--- src/rtl/nes_pkg.sv ---
// Shared types and constants for the NES controller poll engine.
package nes_pkg;

  typedef enum logic [1:0] {
    ST_IDLE  = 2'd0,
    ST_LATCH = 2'd1,
    ST_READ  = 2'd2,
    ST_DONE  = 2'd3
  } nes_state_e;

  // Button positions in serial shift order
  localparam int BTN_A      = 0;
  localparam int BTN_B      = 1;
  localparam int BTN_SELECT = 2;
  localparam int BTN_START  = 3;
  localparam int BTN_UP     = 4;
  localparam int BTN_DOWN   = 5;
  localparam int BTN_LEFT   = 6;
  localparam int BTN_RIGHT  = 7;

  localparam int NUM_PADS = 2;

endpackage

--- src/rtl/nes_pad_poller_if.sv ---
// Consumer-side control and frame-publication bundle of the pad poller.
interface nes_pad_poller_if;
  logic       enable;
  logic       poll_req;
  logic [7:0] buttons0;
  logic [7:0] buttons1;
  logic [7:0] pressed0;
  logic [7:0] pressed1;
  logic       valid;
  logic       busy;

  modport master (
    output enable, poll_req,
    input  buttons0, buttons1, pressed0, pressed1, valid, busy
  );

  modport slave (
    input  enable, poll_req,
    output buttons0, buttons1, pressed0, pressed1, valid, busy
  );
endinterface

--- src/rtl/nes_tick_gen.sv ---
// Free-running prescaler: one-cycle tick every CLK_DIV clocks, re-phased by clr.
module nes_tick_gen #(
  parameter int CLK_DIV = 300
) (
  input  logic clk,
  input  logic reset,
  input  logic clr,
  output logic tick
);

  localparam int CW = (CLK_DIV > 1) ? $clog2(CLK_DIV) : 1;
  localparam logic [CW-1:0] LAST = CW'(CLK_DIV - 1);

  logic [CW-1:0] cnt;

  always_ff @(posedge clk or posedge reset) begin
    if (reset) begin
      cnt <= '0;
    end else if (clr || cnt == LAST) begin
      cnt <= '0;
    end else begin
      cnt <= cnt + CW'(1);
    end
  end

  assign tick = (cnt == LAST);

endmodule

--- src/rtl/nes_pad_poller.sv ---
// Scheduled NES pad poll engine: drives latch/pulse strobes, shifts in both pads,
// and publishes button vectors with a one-cycle valid.
module nes_pad_poller
  import nes_pkg::*;
#(
  parameter int CLK_DIV     = 300,
  parameter int POLL_PERIOD = 200000
) (
  input  logic                clk,
  input  logic                reset,
  input  logic [NUM_PADS-1:0] nes_data,
  output logic                nes_latch,
  output logic                nes_pulse,
  nes_pad_poller_if.slave     bus
);

  localparam int PCW = (POLL_PERIOD > 1) ? $clog2(POLL_PERIOD) : 1;
  localparam logic [PCW-1:0] PERIOD_LAST = PCW'(POLL_PERIOD - 1);

  nes_state_e                     state;
  logic                           half;
  logic [2:0]                     bit_idx;
  logic                           pending;
  logic                           valid_q;
  logic                           busy_q;
  logic [PCW-1:0]                 period_cnt;
  logic [NUM_PADS-1:0]            data_p0;
  logic [NUM_PADS-1:0]            data_p1;
  logic [NUM_PADS-1:0]            sample;
  logic [NUM_PADS-1:0][6:0]       shbuf;
  logic [NUM_PADS-1:0][7:0]       frame;
  logic [NUM_PADS-1:0][7:0]       btn_q;
  logic [NUM_PADS-1:0][7:0]       prs_q;
  logic                           expiry;
  logic                           trigger;
  logic                           go;
  logic                           tick;
  logic                           tick_clr;

  // Stage p0/p1: two-flop synchronizer on the asynchronous pad data lines
  always_ff @(posedge clk or posedge reset) begin
    if (reset) begin
      data_p0 <= '0;
      data_p1 <= '0;
    end else begin
      data_p0 <= nes_data;
      data_p1 <= data_p0;
    end
  end

  // Pad lines are active-low
  assign sample = ~data_p1;

  always_ff @(posedge clk or posedge reset) begin
    if (reset) begin
      period_cnt <= '0;
    end else if (!bus.enable || period_cnt == PERIOD_LAST) begin
      period_cnt <= '0;
    end else begin
      period_cnt <= period_cnt + PCW'(1);
    end
  end

  assign expiry   = bus.enable && (period_cnt == PERIOD_LAST);
  assign trigger  = bus.poll_req || expiry;
  assign go       = trigger || pending;
  assign tick_clr = (state == ST_IDLE) && go;

  nes_tick_gen #(
    .CLK_DIV (CLK_DIV)
  ) u_tick (
    .clk   (clk),
    .reset (reset),
    .clr   (tick_clr),
    .tick  (tick)
  );

  // The last bit is taken straight from the synchronizer so DONE can publish it
  always_comb begin
    frame = '0;
    for (int p = 0; p < NUM_PADS; p++) begin
      frame[p] = {sample[p], shbuf[p]};
    end
  end

  always_ff @(posedge clk or posedge reset) begin
    if (reset) begin
      state     <= ST_IDLE;
      half      <= 1'b0;
      bit_idx   <= 3'(BTN_A);
      pending   <= 1'b0;
      valid_q   <= 1'b0;
      busy_q    <= 1'b0;
      nes_latch <= 1'b0;
      nes_pulse <= 1'b0;
      shbuf     <= '0;
      btn_q     <= '0;
      prs_q     <= '0;
    end else begin
      valid_q <= 1'b0;
      if (state != ST_IDLE && trigger) begin
        pending <= 1'b1;
      end
      case (state)
        ST_IDLE: begin
          if (go) begin
            state     <= ST_LATCH;
            nes_latch <= 1'b1;
            busy_q    <= 1'b1;
            half      <= 1'b0;
            pending   <= 1'b0;
          end
        end
        ST_LATCH: begin
          if (tick) begin
            if (half) begin
              state     <= ST_READ;
              nes_latch <= 1'b0;
              half      <= 1'b0;
              bit_idx   <= 3'(BTN_A);
            end else begin
              half <= 1'b1;
            end
          end
        end
        ST_READ: begin
          if (tick) begin
            if (!half) begin
              if (bit_idx == 3'(BTN_RIGHT)) begin
                state   <= ST_DONE;
                valid_q <= 1'b1;
                for (int p = 0; p < NUM_PADS; p++) begin
                  btn_q[p] <= frame[p];
                  prs_q[p] <= frame[p] & ~btn_q[p];
                end
              end else begin
                for (int p = 0; p < NUM_PADS; p++) begin
                  shbuf[p][bit_idx] <= sample[p];
                end
                half      <= 1'b1;
                nes_pulse <= 1'b1;
              end
            end else begin
              half      <= 1'b0;
              nes_pulse <= 1'b0;
              bit_idx   <= bit_idx + 3'd1;
            end
          end
        end
        ST_DONE: begin
          state  <= ST_IDLE;
          busy_q <= 1'b0;
        end
        default: begin
          state <= ST_IDLE;
        end
      endcase
    end
  end

  assign bus.buttons0 = btn_q[0];
  assign bus.buttons1 = btn_q[1];
  assign bus.pressed0 = prs_q[0];
  assign bus.pressed1 = prs_q[1];
  assign bus.valid    = valid_q;
  assign bus.busy     = busy_q;

endmodule

--- src/flat_wrapper.sv ---
// flat-port wrapper written by rule: the top's interface ports become plain ports
module nes_pad_poller_flat import nes_pkg::*;
#(
  parameter int CLK_DIV     = 300,
  parameter int POLL_PERIOD = 200000
)
  (clk, reset, nes_data, nes_latch, nes_pulse, bus_enable, bus_poll_req, bus_buttons0, bus_buttons1, bus_pressed0, bus_pressed1, bus_valid, bus_busy);
  nes_pad_poller_if bus_i ();
  input  logic clk;
  input  logic reset;
  input  logic [NUM_PADS-1:0] nes_data;
  output logic nes_latch;
  output logic nes_pulse;
  input wire logic [$bits(bus_i.enable)-1:0] bus_enable;
  input wire logic [$bits(bus_i.poll_req)-1:0] bus_poll_req;
  output wire logic [$bits(bus_i.buttons0)-1:0] bus_buttons0;
  output wire logic [$bits(bus_i.buttons1)-1:0] bus_buttons1;
  output wire logic [$bits(bus_i.pressed0)-1:0] bus_pressed0;
  output wire logic [$bits(bus_i.pressed1)-1:0] bus_pressed1;
  output wire logic [$bits(bus_i.valid)-1:0] bus_valid;
  output wire logic [$bits(bus_i.busy)-1:0] bus_busy;
  assign bus_i.enable = bus_enable;
  assign bus_i.poll_req = bus_poll_req;
  assign bus_buttons0 = bus_i.buttons0;
  assign bus_buttons1 = bus_i.buttons1;
  assign bus_pressed0 = bus_i.pressed0;
  assign bus_pressed1 = bus_i.pressed1;
  assign bus_valid = bus_i.valid;
  assign bus_busy = bus_i.busy;
  nes_pad_poller #(.CLK_DIV(CLK_DIV), .POLL_PERIOD(POLL_PERIOD)) u_core (.clk(clk), .reset(reset), .nes_data(nes_data), .nes_latch(nes_latch), .nes_pulse(nes_pulse), .bus(bus_i));
endmodule
--- config.mk ---
export PLATFORM = sky130hd
export DESIGN_NAME = nes_pad_poller_flat
export DESIGN_NICKNAME = d
export VERILOG_FILES = /design/src/rtl/nes_pkg.sv /design/src/rtl/nes_pad_poller_if.sv /design/src/rtl/nes_tick_gen.sv /design/src/rtl/nes_pad_poller.sv /design/src/flat_wrapper.sv
export SDC_FILE = /design/constraint.sdc
export NUM_CORES = 1
export LEC_CHECK = 0
export BUFFER_PORTS_ARGS = -buffer_cell sky130_fd_sc_hd__buf_2
export CAP_MARGIN = 20
export CORE_MARGIN = 2
export CORE_UTILIZATION = 54
export CTS_BUF_LIST = sky130_fd_sc_hd__clkbuf_4
export DETAILED_ROUTE_END_ITERATION = 10
export PLACE_DENSITY = 0.74
export SETUP_SLACK_MARGIN = 0.05
export SYNTH_ARGS = -nofsm -noshare
export SYNTH_HDL_FRONTEND = slang
export SYNTH_SLANG_ARGS = --single-unit
--- constraint.sdc ---
create_clock -name clk -period 3.9 [get_ports clk]
set_input_delay 0.78 -clock clk [delete_from_list [all_inputs] [get_ports clk]]
set_output_delay 0.78 -clock clk [all_outputs]
set_load 0.01 [all_outputs]
After elaboration in Yosys (flattened, before gate mapping):

Cells that the tools add are included.
W data, S select, Z words.

* bits in registers: 88
* input port bits: 6
* output and inout bits: 36
* logic and storage cells: 106

* add/subtract/negate cells: 3
* magnitude comparators: 2
* eq/ne operators: 14
* muxes and demuxes: 39
* bitwise gates (word level): 7
* reduce and logical (&&, ||, !) cells: 23

Operator list (count)
* $mux W1: 19
* $add A18 B1 Y18 const B: 1
* $eq A18 B18 Y1 const B: 1
* $mux W18: 1
* $and A8 B8 Y8: 2
* $not A8 Y8: 2
* $reduce_and A4 Y1: 4
* $bwmux W7: 2
* $ne A2 B1 Y1 const B: 7
* $mux W2: 6
* $mux W3: 4
* $add A9 B1 Y9 const B: 1
* $eq A9 B9 Y1 const B: 1
* $mux W9: 1
* $pmux W2 S4: 1
* $reduce_bool A2 Y1: 4
* $pmux W3 S2: 1
* $reduce_and A6 Y1: 1
* $reduce_and A5 Y1: 1
* $eq A2 B2 Y1 const B: 2
* $logic_and A1 B1 Y1: 4
* $logic_or A1 B1 Y1: 4
* $lt A3 B4 Y1 const B: 1
* $pmux W1 S2: 2
* 14 further kinds: 15

Depth between registers and ports, before layout:

Gate-level depths: netlist of the first run.

* word-level depth: 7
* depth in mapped cells: 9
* mapped depth without buffers: 7

Hierarchy:

From an unflattened synthesis of the first run, not the netlist that was laid out.

* cell total of the unflattened synthesis: 384
* area total of the unflattened synthesis: 3837.4 µm²

Modules (own cells, without submodules)
* nes_pad_poller: instances 1, cells each 340, area an instance 3387.0 µm², sequential area each 1976.9 µm²
* nes_tick_gen: instances 1, cells each 44, area an instance 450.4 µm², sequential area each 225.2 µm²

Worst setup path before layout of the first run:

OpenSTA, ideal clock, no wires.

* path type: reg2reg
* start point: reg u_core.period_cnt[13]
* end point: reg u_core.half
* library setup time: 0.125 ns
* arrival time: 2.244 ns
* data required time: 3.775 ns
* setup slack: 1.532 ns
* cell stages (with the launch flop): 7
* buffers on the path: 1
* clock period less this slack: 2.368 ns
* cells stage by stage: dfrtp_1 > or4b_1 > or4_4 > o31a_1 > buf_6 > a21oi_1 > mux2_2

* word-level cells in the longest chain between the ends: 6

RTL lines
* start: declaration: RTL line nes_pad_poller.sv:26 `logic [PCW-1:0] period_cnt;`
* start signal: assignment: RTL line nes_pad_poller.sv:60 `period_cnt <= period_cnt + PCW'(1);`
* $eq A18 B18 Y1: RTL line nes_pad_poller.sv:64 `assign expiry = bus.enable && (period_cnt == PERIOD_LAST);`
* $logic_and A1 B1 Y1: RTL line nes_pad_poller.sv:64
* $logic_or A1 B1 Y1: RTL line nes_pad_poller.sv:65 `assign trigger = bus.poll_req || expiry;`
* $logic_or A1 B1 Y1: RTL line nes_pad_poller.sv:66 `assign go = trigger || pending;`
* $ne A2 B1 Y1 (no source line)
* $reduce_and A4 Y1 (no source line)
* end signal: assignment: RTL line nes_pad_poller.sv:89 `half <= 1'b0;`
* end signal: assignment: RTL line nes_pad_poller.sv:110 `half <= 1'b0;`
* end signal: assignment: RTL line nes_pad_poller.sv:119 `half <= 1'b0;`
* end: declaration: RTL line nes_pad_poller.sv:21 `logic half;`

Every way passes these cells.
A chain may end at the register's enable or synchronous reset.

Worst setup path in the final report of the first run:

Ends and elaborated chain as after synthesis.

==> results of run 1 <==
==> per-layer routing <==
metal	routed length [µm]	global-route usage, %	vias to the layer above
met5	0	0	-
met4	75	5.923	0
met3	268	5.224	7
met2	3202	28.77	46
met1	3381	27.42	1264
li1	-	-	1292
==> area by class of cell <==
type | count | area [µm²]
well taps | 96 | 120.1
clock buffers | 9 | 67.56
multi-input cells | 235 | 1500
inverters | 23 | 87.58
fillers | 584 | 2625
repair buffers | 43 | 220.2
flip-flops and latches | 88 | 2202
clock inverters | 6 | 46.29
==> sequential cells by signal, summed over array words and instances (netlist names) <==
signal               cells
u_core.u_tick.cnt        9
u_core.half              1
u_core.bit_idx           3
u_core.bus.buttons1      8
u_core.nes_pulse         1
u_core.bus.valid         1
u_core.pending           1
u_core.bus.pressed1      8
u_core.data_p0           2
u_core.period_cnt       18
u_core.nes_latch         1
u_core.frame            14
u_core.data_p1           2
u_core.bus.busy          1
u_core.bus.buttons0      8
u_core.state             2
u_core.bus.pressed0      8
==> cells in the final DEF (no fill, tap or decap), types with 2 or more instances in the layout <==
cell type / count
sky130_fd_sc_hd__xor2_1: 11
sky130_fd_sc_hd__nor3b_1: 3
sky130_fd_sc_hd__nor4b_1: 2
sky130_fd_sc_hd__nor3_1: 3
sky130_fd_sc_hd__mux2_2: 2
sky130_fd_sc_hd__mux2i_1: 14
sky130_fd_sc_hd__xnor2_1: 12
sky130_fd_sc_hd__nand3b_1: 2
sky130_fd_sc_hd__nor2_1: 39
sky130_fd_sc_hd__dfrtp_1: 88
sky130_fd_sc_hd__nand2_1: 51
sky130_fd_sc_hd__nand3_1: 12
sky130_fd_sc_hd__nand2b_1: 3
sky130_fd_sc_hd__and3_1: 4
sky130_fd_sc_hd__buf_4: 2
sky130_fd_sc_hd__clkinv_4: 2
sky130_fd_sc_hd__nand4_1: 4
sky130_fd_sc_hd__a22o_1: 5
sky130_fd_sc_hd__inv_1: 22
sky130_fd_sc_hd__o21ai_0: 21
sky130_fd_sc_hd__o31ai_1: 16
sky130_fd_sc_hd__buf_2: 41
sky130_fd_sc_hd__clkbuf_4: 9
sky130_fd_sc_hd__clkinv_2: 3
sky130_fd_sc_hd__ha_1: 9
sky130_fd_sc_hd__a21oi_1: 3
==> Yosys cell counts, drive strengths merged <==
library cell and instances:
mux2 3, xor2 11, nor4b 3, nor2b 1
clkdlybuf4s18 1, mux2i 14, xnor2 12, or2 1
clkbuf 11, ha 9, nor3 3, and3 5
o21ai 22, and4b 1, o31a 1, or4 2
nor4 1, or4b 1, or3 2, nand2b 3
nor2 39, nor3b 3, a22o 5, o31ai 16
nand3 12, buf 5, a31oi 1, nand3b 2
and2 1, o41ai 1, a21oi 3, nand4 4
o2bb2ai 2, inv 23, nand2 51, dfrtp 88
==> worst min-delay path by stage <==
stage                             endpoint  slack, ns  depth (start not counted)
global placement         u_core.data_p1[0]       0.33                          0
CTS                 u_core.bus.buttons0[6]       0.30                          2
global route        u_core.bus.pressed0[6]       0.31                          2
finish              u_core.bus.pressed0[6]       0.30                          2
floorplan                u_core.data_p1[0]       0.33                          0
detailed placement       u_core.data_p1[0]       0.34                          0
==> power breakdown <==
part	total, mW	switching (mW)	internal (mW)
sequential	0.923	0.00603	0.917
combinational	0.0304	0.0233	0.00714
clock	0.448	0.317	0.132
==> metrics by stage <==
step	instances	util (%)	hold WS, ns
floorplan	363	-	0.3312
CTS	500	61.79	0.2954
finish	500	61.79	0.2974
global placement	485	60.13	0.3330
detailed placement	485	60.13	0.3372
global route	500	61.79	0.3108
==> logic make-up (layout without fill, tap and decap cells) <==
family	after synthesis	after routing	share of synthesized area, %
simple gates	135	135	16.39
flops	88	88	56.79
compound gates	51	51	9.584
buf+inv	40	81	4.550
xor+xnor	23	23	5.195
mux	17	17	4.582
fa+ha+maj	9	9	2.904
==> worst max-delay path, delay by kind of cell (launching register included) <==
| family | cells | cell delay (ns) |
|---|---|---|
| mux | 1 | 0.36 |
| flops | 1 | 0.44 |
| compound gates | 2 | 0.66 |
| simple gates | 2 | 0.94 |
==> results.txt, run 1 <==
----------------------------------------------------
[Clock network]
  Number of buffers created by CTS ... 9
  Deepest clock path buffer count ... 2
  Number of hold buffers added after cts ... 0
  Clock Latency Late Sink ... 0.44 ns
  Sink count of the clock tree ... 88
  Clk pin slew, worst setup/hold paths ... 0.15 ns
  Root buffer selected by CTS ... sky130_fd_sc_hd__clkbuf_4
  CTS tree ... done
  Post-CTS Setup Repair Bufs ... 0
  Post-cts resize count ... 0
  Number of H-tree levels ... 3

[Job]
  Max cap viols ... 0

[Timing]
  Accumulated negative setup slack ... 0 ns
  Setup-failing EPs final ... 0
  Slew at the pin closest to its max-slew limit ... 0.9821 ns
  Count of final max-slew check failures ... 0
  Achievable Freq ... 0.3984 GHz
  Relative max-transition margin ... 34.53%
  Post-route worst setup slack ... 1.390 ns
  Unrepaired setup endpoints after global routing ... false
  Final number of hold-violating endpoints ... 0
  Final min period ... 2.510 ns
  Worst clock skew ... 0.01968 ns
  Share of the clock period used by the worst path after layout ... 64.37%

[Cells and area]
  Number of nets in the layout ... 415
  Area overhead of the layout relative to synthesis ... 9.455%
  Final std cell area, no fill ... 4244 µm²
  Share of layout cells above drive strength 1 ... 17.33%
  # diodes ... 0

[Detailed routing]
  Total DRC errors in the routed layout ... 0
  Average vias per placed instance ... 5.218
  Number of nets still failing antenna checks after routing ... 0
  Number of vias in the routed layout ... 2609
  Average routed wire per standard cell ... 13.85 µm
  Total length of routed wires ... 6927 µm
  Violation count after the first detailed-route iteration ... 144
  Count of TritonRoute iterations in the first routing pass ... 4

[Critical path]
  Startpoint of the most critical setup path ... u_core.period_cnt[13]
  Maximum fanout encountered on the critical timing path ... 7
  Data required time of the worst path ... 4.22 ns
  Worst reg2reg path endpoint ... u_core.half
  Largest stage delay, worst path ... 0.50 ns
  Slack of the worst reg-to-reg path ... 1.39 ns
  Termination of the worst setup path ... u_core.half
  Critical path arrival ... 2.83 ns
  Register-to-Register Path Depth ... 5
  CP Class ... reg2reg
  Worst-path cell chain ... or4b_1 -> or4_4 -> o31a_1 -> a21oi_1 -> mux2_2
  Worst-path cell with the longest stage delay ... sky130_fd_sc_hd__or4b_1
  Worst R2R Start ... u_core.period_cnt[13]
  CP startpoint kind ... flip-flop
  Category of the worst setup path capture point ... flip-flop

[Placed design]
  Instance area after placement ... 4130 µm²
  Detailed Place HPWL ... 4851 µm
  Worst setup slack before clock tree synthesis ... 1.368 ns
  Gpl congestion ... 0.8363
  Number of buffers added on ports ... 41

[Logic synthesis]
  Post-synthesis cell count ... 363
  Synth Cell Area ... 3877 µm²
  Largest cells by area after synthesis ... sky130_fd_sc_hd__dfrtp_1, sky130_fd_sc_hd__nand2_1, sky130_fd_sc_hd__nor2_1
  Count of cell types in the netlist ... 45
  Synth area leader ... sky130_fd_sc_hd__dfrtp_1
  Portion of the post-synthesis area used by sequential elements ... 56.79%
  Area share of the leading cell type in the synthesized netlist ... 56.79%
  Flip-flop and latch count after synthesis ... 88
  Mean Syn Cell Area ... 10.68 µm²
  Number of nets in the synthesized netlist ... 378
  Warnings from Yosys ... 0

[Global routing]
  Initial antenna violation count ... 0
  Largest net degree at the start of global routing ... 64
  Global-route wire length before repair ... 11600 µm
  Aggregate global routing overflow ... 0
  Vias in the first global route ... 2449
  Global routing usage summed across all routing layers ... 19.17%

[Die]
  Vertical die dimension ... 88.74 µm
  Die Outline Area ... 7874 µm²
  Total number of placement rows ... 30
  Width of the chip ... 88.74 µm
  Initial core utilization ... 56.45%
  I/O pin count ... 42
  Core region area ... 6869 µm²

[Pwr]
  Power density over the cells ... 330.3 nW/µm²
  Total leakage power ... 2.049 nW
  Total power consumption of the routed design ... 1.402 mW
  Max VDD drop ... 0.1969 mV

[Outcome]
  Outcome ... completed

[Min path]
  Class of the tightest hold or removal check ... in2async

----------------------------------------------------
(Power assumes the default switching activity.)
==> inputs of run 2 (changes only) <==
- PLACE_DENSITY: 0.74 -> 0.77
- clock period: 3.9 -> 2 ns (I/O delays scaled with it)
==> results.txt, run 2 (synthesized netlist as in run 1, its figures left out) <==
----------------------------------------------------
[Detailed routing]
  Total DRC errors in the routed layout ... 0 (unchanged)
  Average vias per placed instance ... 5.246 (was 5.218)
  Count of TritonRoute iterations in the first routing pass ... 4 (unchanged)
  Violation count after the first detailed-route iteration ... 165 (was 144)
  Average routed wire per standard cell ... 14.53 µm (was 13.85 µm)
  Total length of routed wires ... 8034 µm (was 6927 µm)
  Number of vias in the routed layout ... 2901 (was 2609)
  Number of nets still failing antenna checks after routing ... 0 (unchanged)

[Placed design]
  Detailed Place HPWL ... 5142 µm (was 4851 µm)
  Number of buffers added on ports ... 41 (unchanged)
  Worst setup slack before clock tree synthesis ... -0.2950 ns (was 1.368 ns)
  Placed instance count ... 526 (was 485)
  Gpl congestion ... 0.8949 (was 0.8363)

[Critical path]
  Data required time of the worst path ... 2.37 ns (was 4.22 ns)
  Slack of the worst reg-to-reg path ... -0.30 ns (was 1.39 ns)
  CP startpoint kind ... flip-flop (unchanged)
  Total buffers and inverters traversed by the critical path ... 1 (was 0)
  Worst-path cell chain ... or4b_1 -> or4_4 -> o31a_1 -> buf_4 -> or3_1 -> nand3_1 (was or4b_1 -> or4_4 -> o31a_1 -> a21oi_1 -> mux2_2)
  Gate family responsible for the most delay along the worst path ... simple AND/OR/NAND/NOR gates (unchanged)
  Largest stage delay, worst path ... 0.52 ns (was 0.50 ns)
  Category of the worst setup path capture point ... flip-flop (unchanged)
  CP Class ... reg2reg (unchanged)
  Critical path arrival ... 2.68 ns (was 2.83 ns)
  Maximum fanout encountered on the critical timing path ... 5 (was 7)
  Worst-path cell with the longest stage delay ... sky130_fd_sc_hd__or4b_1 (unchanged)

[Clock network]
  Deepest clock path buffer count ... 2 (unchanged)
  CTS tree ... done (unchanged)
  Clock Latency Late Sink ... 0.44 ns (about the same)
  Clk pin slew, worst setup/hold paths ... 0.14 ns (was 0.15 ns)
  Number of H-tree levels ... 3 (unchanged)
  Root buffer selected by CTS ... sky130_fd_sc_hd__clkbuf_4 (unchanged)
  Sink count of the clock tree ... 88 (unchanged)
  Number of hold buffers added after cts ... 0 (unchanged)
  Number of buffers created by CTS ... 9 (unchanged)

[Pwr]
  Power density over the cells ... 642.1 nW/µm² (was 330.3 nW/µm²)
  Max VDD drop ... 0.3195 mV (was 0.1969 mV)
  Total power consumption of the routed design ... 3.174 mW (was 1.402 mW)
  Total leakage power ... 2.384 nW (was 2.049 nW)

[Timing]
  Post-route worst setup slack ... -0.3047 ns (was 1.390 ns)
  Final min period ... 2.305 ns (was 2.510 ns)
  Count of final max-slew check failures ... 0 (unchanged)
  Share of the clock period used by the worst path after layout ... 115.2% (was 64.37%)
  Slew at the pin closest to its max-slew limit ... 0.6077 ns (was 0.9821 ns)
  Worst clock skew ... 0.01609 ns (was 0.01968 ns)
  Hold_ws ... 0.01487 ns (was 0.2974 ns)
  Final number of hold-violating endpoints ... 0 (unchanged)
  Accumulated negative setup slack ... -8.104 ns (was 0 ns)
  Setup-failing EPs final ... 39 (was 0)
  Unrepaired setup endpoints after global routing ... true (was false)
  Relative max-transition margin ... 59.40% (was 34.53%)
  Achievable Freq ... 0.4339 GHz (was 0.3984 GHz)

[Die]
  Total number of placement rows ... 30 (unchanged)
  Width of the chip ... 88.74 µm (unchanged)
  Vertical die dimension ... 88.74 µm (unchanged)
  I/O pin count ... 42 (unchanged)
  Die Outline Area ... 7874 µm² (unchanged)
  Core region area ... 6869 µm² (unchanged)
  Initial core utilization ... 56.45% (unchanged)

[Global routing]
  Global-route wire length before repair ... 12440 µm (was 11600 µm)
  Layer with the highest usage after global routing ... met2 (unchanged)
  Vias in the first global route ... 2714 (was 2449)
  Met3 capacity usage during global routing ... 3.731% (was 5.224%)
  Met2 GRT Util ... 32.90% (was 28.77%)
  Aggregate global routing overflow ... 0 (unchanged)
  Largest net degree at the start of global routing ... 64 (unchanged)
  Global routing usage summed across all routing layers ... 20.76% (was 19.17%)
  Fraction of met1 tracks used by global routing ... 29.19% (was 27.42%)
  Initial antenna violation count ... 0 (unchanged)

[Outcome]
  Outcome ... finished, violations left (was completed)
  Failing checks ... setup timing

[Job]
  Max cap viols ... 0 (unchanged)

[Cells and area]
  # diodes ... 0 (unchanged)
  Number of flip-flops under the largest register name ... 18 (unchanged)
  Share of layout cells above drive strength 1 ... 30.42% (was 17.33%)
  Register with the highest flop count ... u_core.period_cnt (unchanged)
  Highest-count cells in the layout ignoring fill and taps ... sky130_fd_sc_hd__dfrtp_1, sky130_fd_sc_hd__nand2_1, sky130_fd_sc_hd__buf_4 (was sky130_fd_sc_hd__dfrtp_1, sky130_fd_sc_hd__nand2_1, sky130_fd_sc_hd__buf_2)
  Number of nets in the layout ... 467 (was 415)
  Number of standard cells in the layout, taps in and fillers out ... 553 (was 500)
  Most common library cell in the layout ignoring fill and taps ... sky130_fd_sc_hd__dfrtp_1 (unchanged)
  Area overhead of the layout relative to synthesis ... 27.49% (was 9.455%)

[Min path]
  Class of the tightest hold or removal check ... in2async (unchanged)

----------------------------------------------------
-- run 2: metal layers --
| metal | vias to the layer above | wire length, µm |
|---|---|---|
| met5 | - | 0 |
| met4 | 0 | 133 |
| met3 | 12 | 310 |
| met2 | 64 | 3848 |
| met1 | 1427 | 3742 |
| li1 | 1398 | - |
-- run 2: what timing repair did --
item,4_1_cts,5_1_grt
hold endpoints to repair,0,0
pin swaps,4,5
gates resized for setup,11,15
buffers inserted,6,2
cloned,1,2
endpoints found under the setup margin,48,73
-- run 2: per-stage QoR --
step | util (%) | area, µm²
finish | 71.97 | 4943
global route | 71.97 | 4943
CTS | 70.38 | 4835
detailed placement | 66.23 | 4549
global placement | 66.23 | 4549
floorplan | - | 3953
-- run 2: area by class of cell --
cell class                      instances  area, µm²
Fill cell                             491       1926
Multi-Input combinational cell        235       1632
Clock buffer                            9      67.56
Timing Repair Buffer                   95      708.2
Clock inverter                          7      123.9
Sequential cell                        88       2202
Inverter                               23      90.09
Tap cell                               96      120.1
-- run 2: worst paths after layout --
check	startpoint	endpoint	depth (start not counted)
min	reset	u_core.period_cnt[2]	2
max	u_core.period_cnt[9]	u_core.nes_latch	6
min in group clk	nes_data[0]	u_core.data_p0[0]	1
max in group asynchronous	reset	u_core.half	3
min reg2reg	u_core.data_p0[1]	u_core.data_p1[1]	0
max reg2reg	u_core.period_cnt[9]	u_core.nes_latch	6
-- run 2: where the power goes --
group	internal (mW)	switching, mW
registers	1.79	0.0106
clock network	0.646	0.641
logic	0.0340	0.0547
==> inputs of run 3 (changes only) <==
--- a/config.mk
+++ b/config.mk
@@ -7,9 +7,9 @@
 export LEC_CHECK = 0
-export BUFFER_PORTS_ARGS = -buffer_cell sky130_fd_sc_hd__buf_2
 export CAP_MARGIN = 20
 export CORE_MARGIN = 2
-export CORE_UTILIZATION = 54
+export CORE_UTILIZATION = 59
 export CTS_BUF_LIST = sky130_fd_sc_hd__clkbuf_4
 export DETAILED_ROUTE_END_ITERATION = 10
-export PLACE_DENSITY = 0.77
+export DONT_BUFFER_PORTS = 1
+export PLACE_DENSITY = 0.78
 export SETUP_SLACK_MARGIN = 0.05
--- a/constraint.sdc
+++ b/constraint.sdc
@@ -3,2 +3,2 @@
 set_output_delay 0.4 -clock clk [all_outputs]
-set_load 0.01 [all_outputs]
+set_load 0.02 [all_outputs]
==> results.txt, run 3 (synthesized netlist as in run 1, its figures left out) <==
----------------------------------------------------
[Detailed routing]
  Total length of routed wires ... 7216 µm (was 8034 µm)
  Total DRC errors in the routed layout ... 0 (unchanged)
  Number of nets still failing antenna checks after routing ... 0 (unchanged)
  Average vias per placed instance ... 5.518 (was 5.246)
  Violation count after the first detailed-route iteration ... 113 (was 165)
  Average routed wire per standard cell ... 14.73 µm (was 14.53 µm)
  Number of vias in the routed layout ... 2704 (was 2901)
  Count of TritonRoute iterations in the first routing pass ... 4 (unchanged)

[Global routing]
  Vias in the first global route ... 2692 (was 2714)
  Initial antenna violation count ... 0 (unchanged)
  Met3 capacity usage during global routing ... 6.809% (was 3.731%)
  Met2 GRT Util ... 34.52% (was 32.90%)
  Fraction of met1 tracks used by global routing ... 25.11% (was 29.19%)
  Global routing usage summed across all routing layers ... 20.70% (was 20.76%)
  Global-route wire length before repair ... 11850 µm (was 12440 µm)
  Aggregate global routing overflow ... 0 (unchanged)
  Layer with the highest usage after global routing ... met2 (unchanged)
  Largest net degree at the start of global routing ... 89 (was 64)

[Die]
  Initial core utilization ... 61.06% (was 56.45%)
  Core region area ... 6350 µm² (was 6869 µm²)
  Width of the chip ... 85.07 µm (was 88.74 µm)
  Total number of placement rows ... 29 (was 30)
  I/O pin count ... 42 (unchanged)
  Vertical die dimension ... 85.07 µm (was 88.74 µm)
  Die Outline Area ... 7236 µm² (was 7874 µm²)

[Pwr]
  Total leakage power ... 2.100 nW (was 2.384 nW)
  Max VDD drop ... 0.4123 mV (was 0.3195 mV)
  Power density over the cells ... 590.8 nW/µm² (was 642.1 nW/µm²)

[Cells and area]
  Filler instances ... 438 (was 491)
  Area overhead of the layout relative to synthesis ... 18.94% (was 27.49%)
  Final std cell area, no fill ... 4612 µm² (was 4943 µm²)
  Share of layout cells above drive strength 1 ... 23.24% (was 30.42%)
  Util after Layout ... 72.63% (was 71.97%)
  Number of nets in the layout ... 424 (was 467)
  # diodes ... 0 (unchanged)
  Most common library cell in the layout ignoring fill and taps ... sky130_fd_sc_hd__dfrtp_1 (unchanged)
  Highest-count cells in the layout ignoring fill and taps ... sky130_fd_sc_hd__dfrtp_1, sky130_fd_sc_hd__nand2_1, sky130_fd_sc_hd__buf_4 (unchanged)
  Number of flip-flops under the largest register name ... 18 (unchanged)
  Register with the highest flop count ... u_core.period_cnt (unchanged)

[Placed design]
  Number of buffers added on ports ... 0 (was 41)
  Gpl congestion ... 0.8260 (was 0.8949)
  Instance area after placement ... 4273 µm² (was 4549 µm²)
  Detailed Place HPWL ... 4710 µm (was 5142 µm)

[Outcome]
  Outcome ... finished, violations left (unchanged)
  Failing checks ... setup timing (unchanged)

[Timing]
  Accumulated negative setup slack ... -9.507 ns (was -8.104 ns)
  Count of final max-slew check failures ... 0 (unchanged)
  Slew at the pin closest to its max-slew limit ... 0.4403 ns (was 0.6077 ns)
  Share of the clock period used by the worst path after layout ... 117.3% (was 115.2%)
  Post-route worst setup slack ... -0.3460 ns (was -0.3047 ns)
  Achievable Freq ... 0.4263 GHz (was 0.4339 GHz)
  Worst clock skew ... 0.01759 ns (was 0.01609 ns)
  Setup-failing EPs final ... 37 (was 39)
  Final min period ... 2.346 ns (was 2.305 ns)
  Unrepaired setup endpoints after global routing ... true (unchanged)
  Final number of hold-violating endpoints ... 0 (unchanged)
  Relative max-transition margin ... 70.38% (was 59.40%)

[Critical path]
  Worst reg2reg path endpoint ... u_core.nes_latch (unchanged)
  CP Class ... reg2reg (unchanged)
  CP startpoint kind ... flip-flop (unchanged)
  Maximum fanout encountered on the critical timing path ... 4 (was 5)
  Slack of the worst reg-to-reg path ... -0.35 ns (was -0.30 ns)
  Worst R2R Start ... u_core.period_cnt[13] (was u_core.period_cnt[9])
  Data required time of the worst path ... 2.38 ns (was 2.37 ns)
  Termination of the worst setup path ... u_core.nes_latch (unchanged)
  Critical path arrival ... 2.72 ns (was 2.68 ns)
  Category of the worst setup path capture point ... flip-flop (unchanged)
  Register-to-Register Path Depth ... 6 (unchanged)
  Startpoint of the most critical setup path ... u_core.period_cnt[13] (was u_core.period_cnt[9])

[Clock network]
  Clk pin slew, worst setup/hold paths ... 0.13 ns (was 0.14 ns)
  CTS tree ... done (unchanged)
  Number of H-tree levels ... 3 (unchanged)
  Number of buffers created by CTS ... 9 (unchanged)
  Clock Latency Late Sink ... 0.44 ns (about the same)
  Root buffer selected by CTS ... sky130_fd_sc_hd__clkbuf_4 (unchanged)
  Deepest clock path buffer count ... 2 (unchanged)
  Sink count of the clock tree ... 88 (unchanged)

[Job]
  Max cap viols ... 0 (unchanged)

[Min path]
  Class of the tightest hold or removal check ... in2reg (was in2async)
  Number of cells on the worst hold path ... 3

----------------------------------------------------
run 3: cell count changes in the layout (fill, tap and decap cells not counted), moves of 3 or more:
cell,previous run,this run
sky130_fd_sc_hd__buf_2,41,0
sky130_fd_sc_hd__o21ai_2,0,3
sky130_fd_sc_hd__o21ai_4,3,0
sky130_fd_sc_hd__buf_4,42,38
sky130_fd_sc_hd__dlygate4sd3_1,0,3
sky130_fd_sc_hd__bufinv_16,3,0
run 3: report_power, final:
part           internal [mW]  leakage [nW]  switching, mW  total, mW
Sequential              1.79          1.19         0.0110       1.80
Combinational         0.0225         0.858         0.0465     0.0690
Clock                  0.254        0.0548          0.602      0.856
run 3: metal layers:
metal / share of wire (%) / vias up
li1: - / 1324
met1: 43 / 1315
met2: 51 / 54
met3: 5.0 / 11
met4: 1.6 / 0
met5: 0 / -
run 3: worst min path at each step:
stage                            from  slack (ns)               endpoint
finish                     bus_enable        0.19  u_core.period_cnt[15]
global placement    u_core.data_p0[0]        0.33      u_core.data_p1[0]
detailed placement  u_core.data_p0[1]        0.34      u_core.data_p1[1]
global route               bus_enable        0.18  u_core.period_cnt[15]
floorplan           u_core.data_p0[0]        0.33      u_core.data_p1[0]
CTS                        bus_enable        0.18   u_core.period_cnt[1]
run 3: worst max-delay path: stages (launching register included):
cell and delay [ns]:
sky130_fd_sc_hd__dfrtp_1 0.40, sky130_fd_sc_hd__or4b_1 0.52, sky130_fd_sc_hd__or4_4 0.43, sky130_fd_sc_hd__o31a_1 0.38, sky130_fd_sc_hd__buf_4 0.17, sky130_fd_sc_hd__or3_4 0.31
sky130_fd_sc_hd__nand3_1 0.07
run 3: cell type report:
type | count | area, µm² | share of cell area (%)
well taps | 77 | 96.34 | 2.089
clock buffers | 9 | 67.56 | 1.465
flip-flops and latches | 88 | 2202 | 47.75
repair buffers | 52 | 474.2 | 10.28
clock inverters | 6 | 45.04 | 0.9767
multi-input cells | 235 | 1637 | 35.49
inverters | 23 | 90.09 | 1.953
run 3: what timing repair did:
| action | in CTS | in global routing |
|---|---|---|
| pin swaps | 5 | 7 |
| hold buffers | 3 | 0 |
| cloned | 0 | 1 |
| resized for setup | 15 | 13 |
| buffers inserted | 4 | 5 |
| hold endpoints to repair | 90 | 0 |
| setup endpoints to repair | 41 | 74 |
run 3: per-stage QoR:
step	std cells	hold slack [ns]	power, mW	setup WS, ns
2_1_floorplan	363	0.3312	1.874	-0.2864
3_3_place_gp	463	0.3339	1.896	-0.2493
3_5_place_dp	463	0.3355	1.898	-0.3011
4_1_cts	485	0.1835	2.748	-0.2944
5_1_grt	490	0.1753	2.832	-0.4068
6_report	490	0.1886	2.725	-0.3460
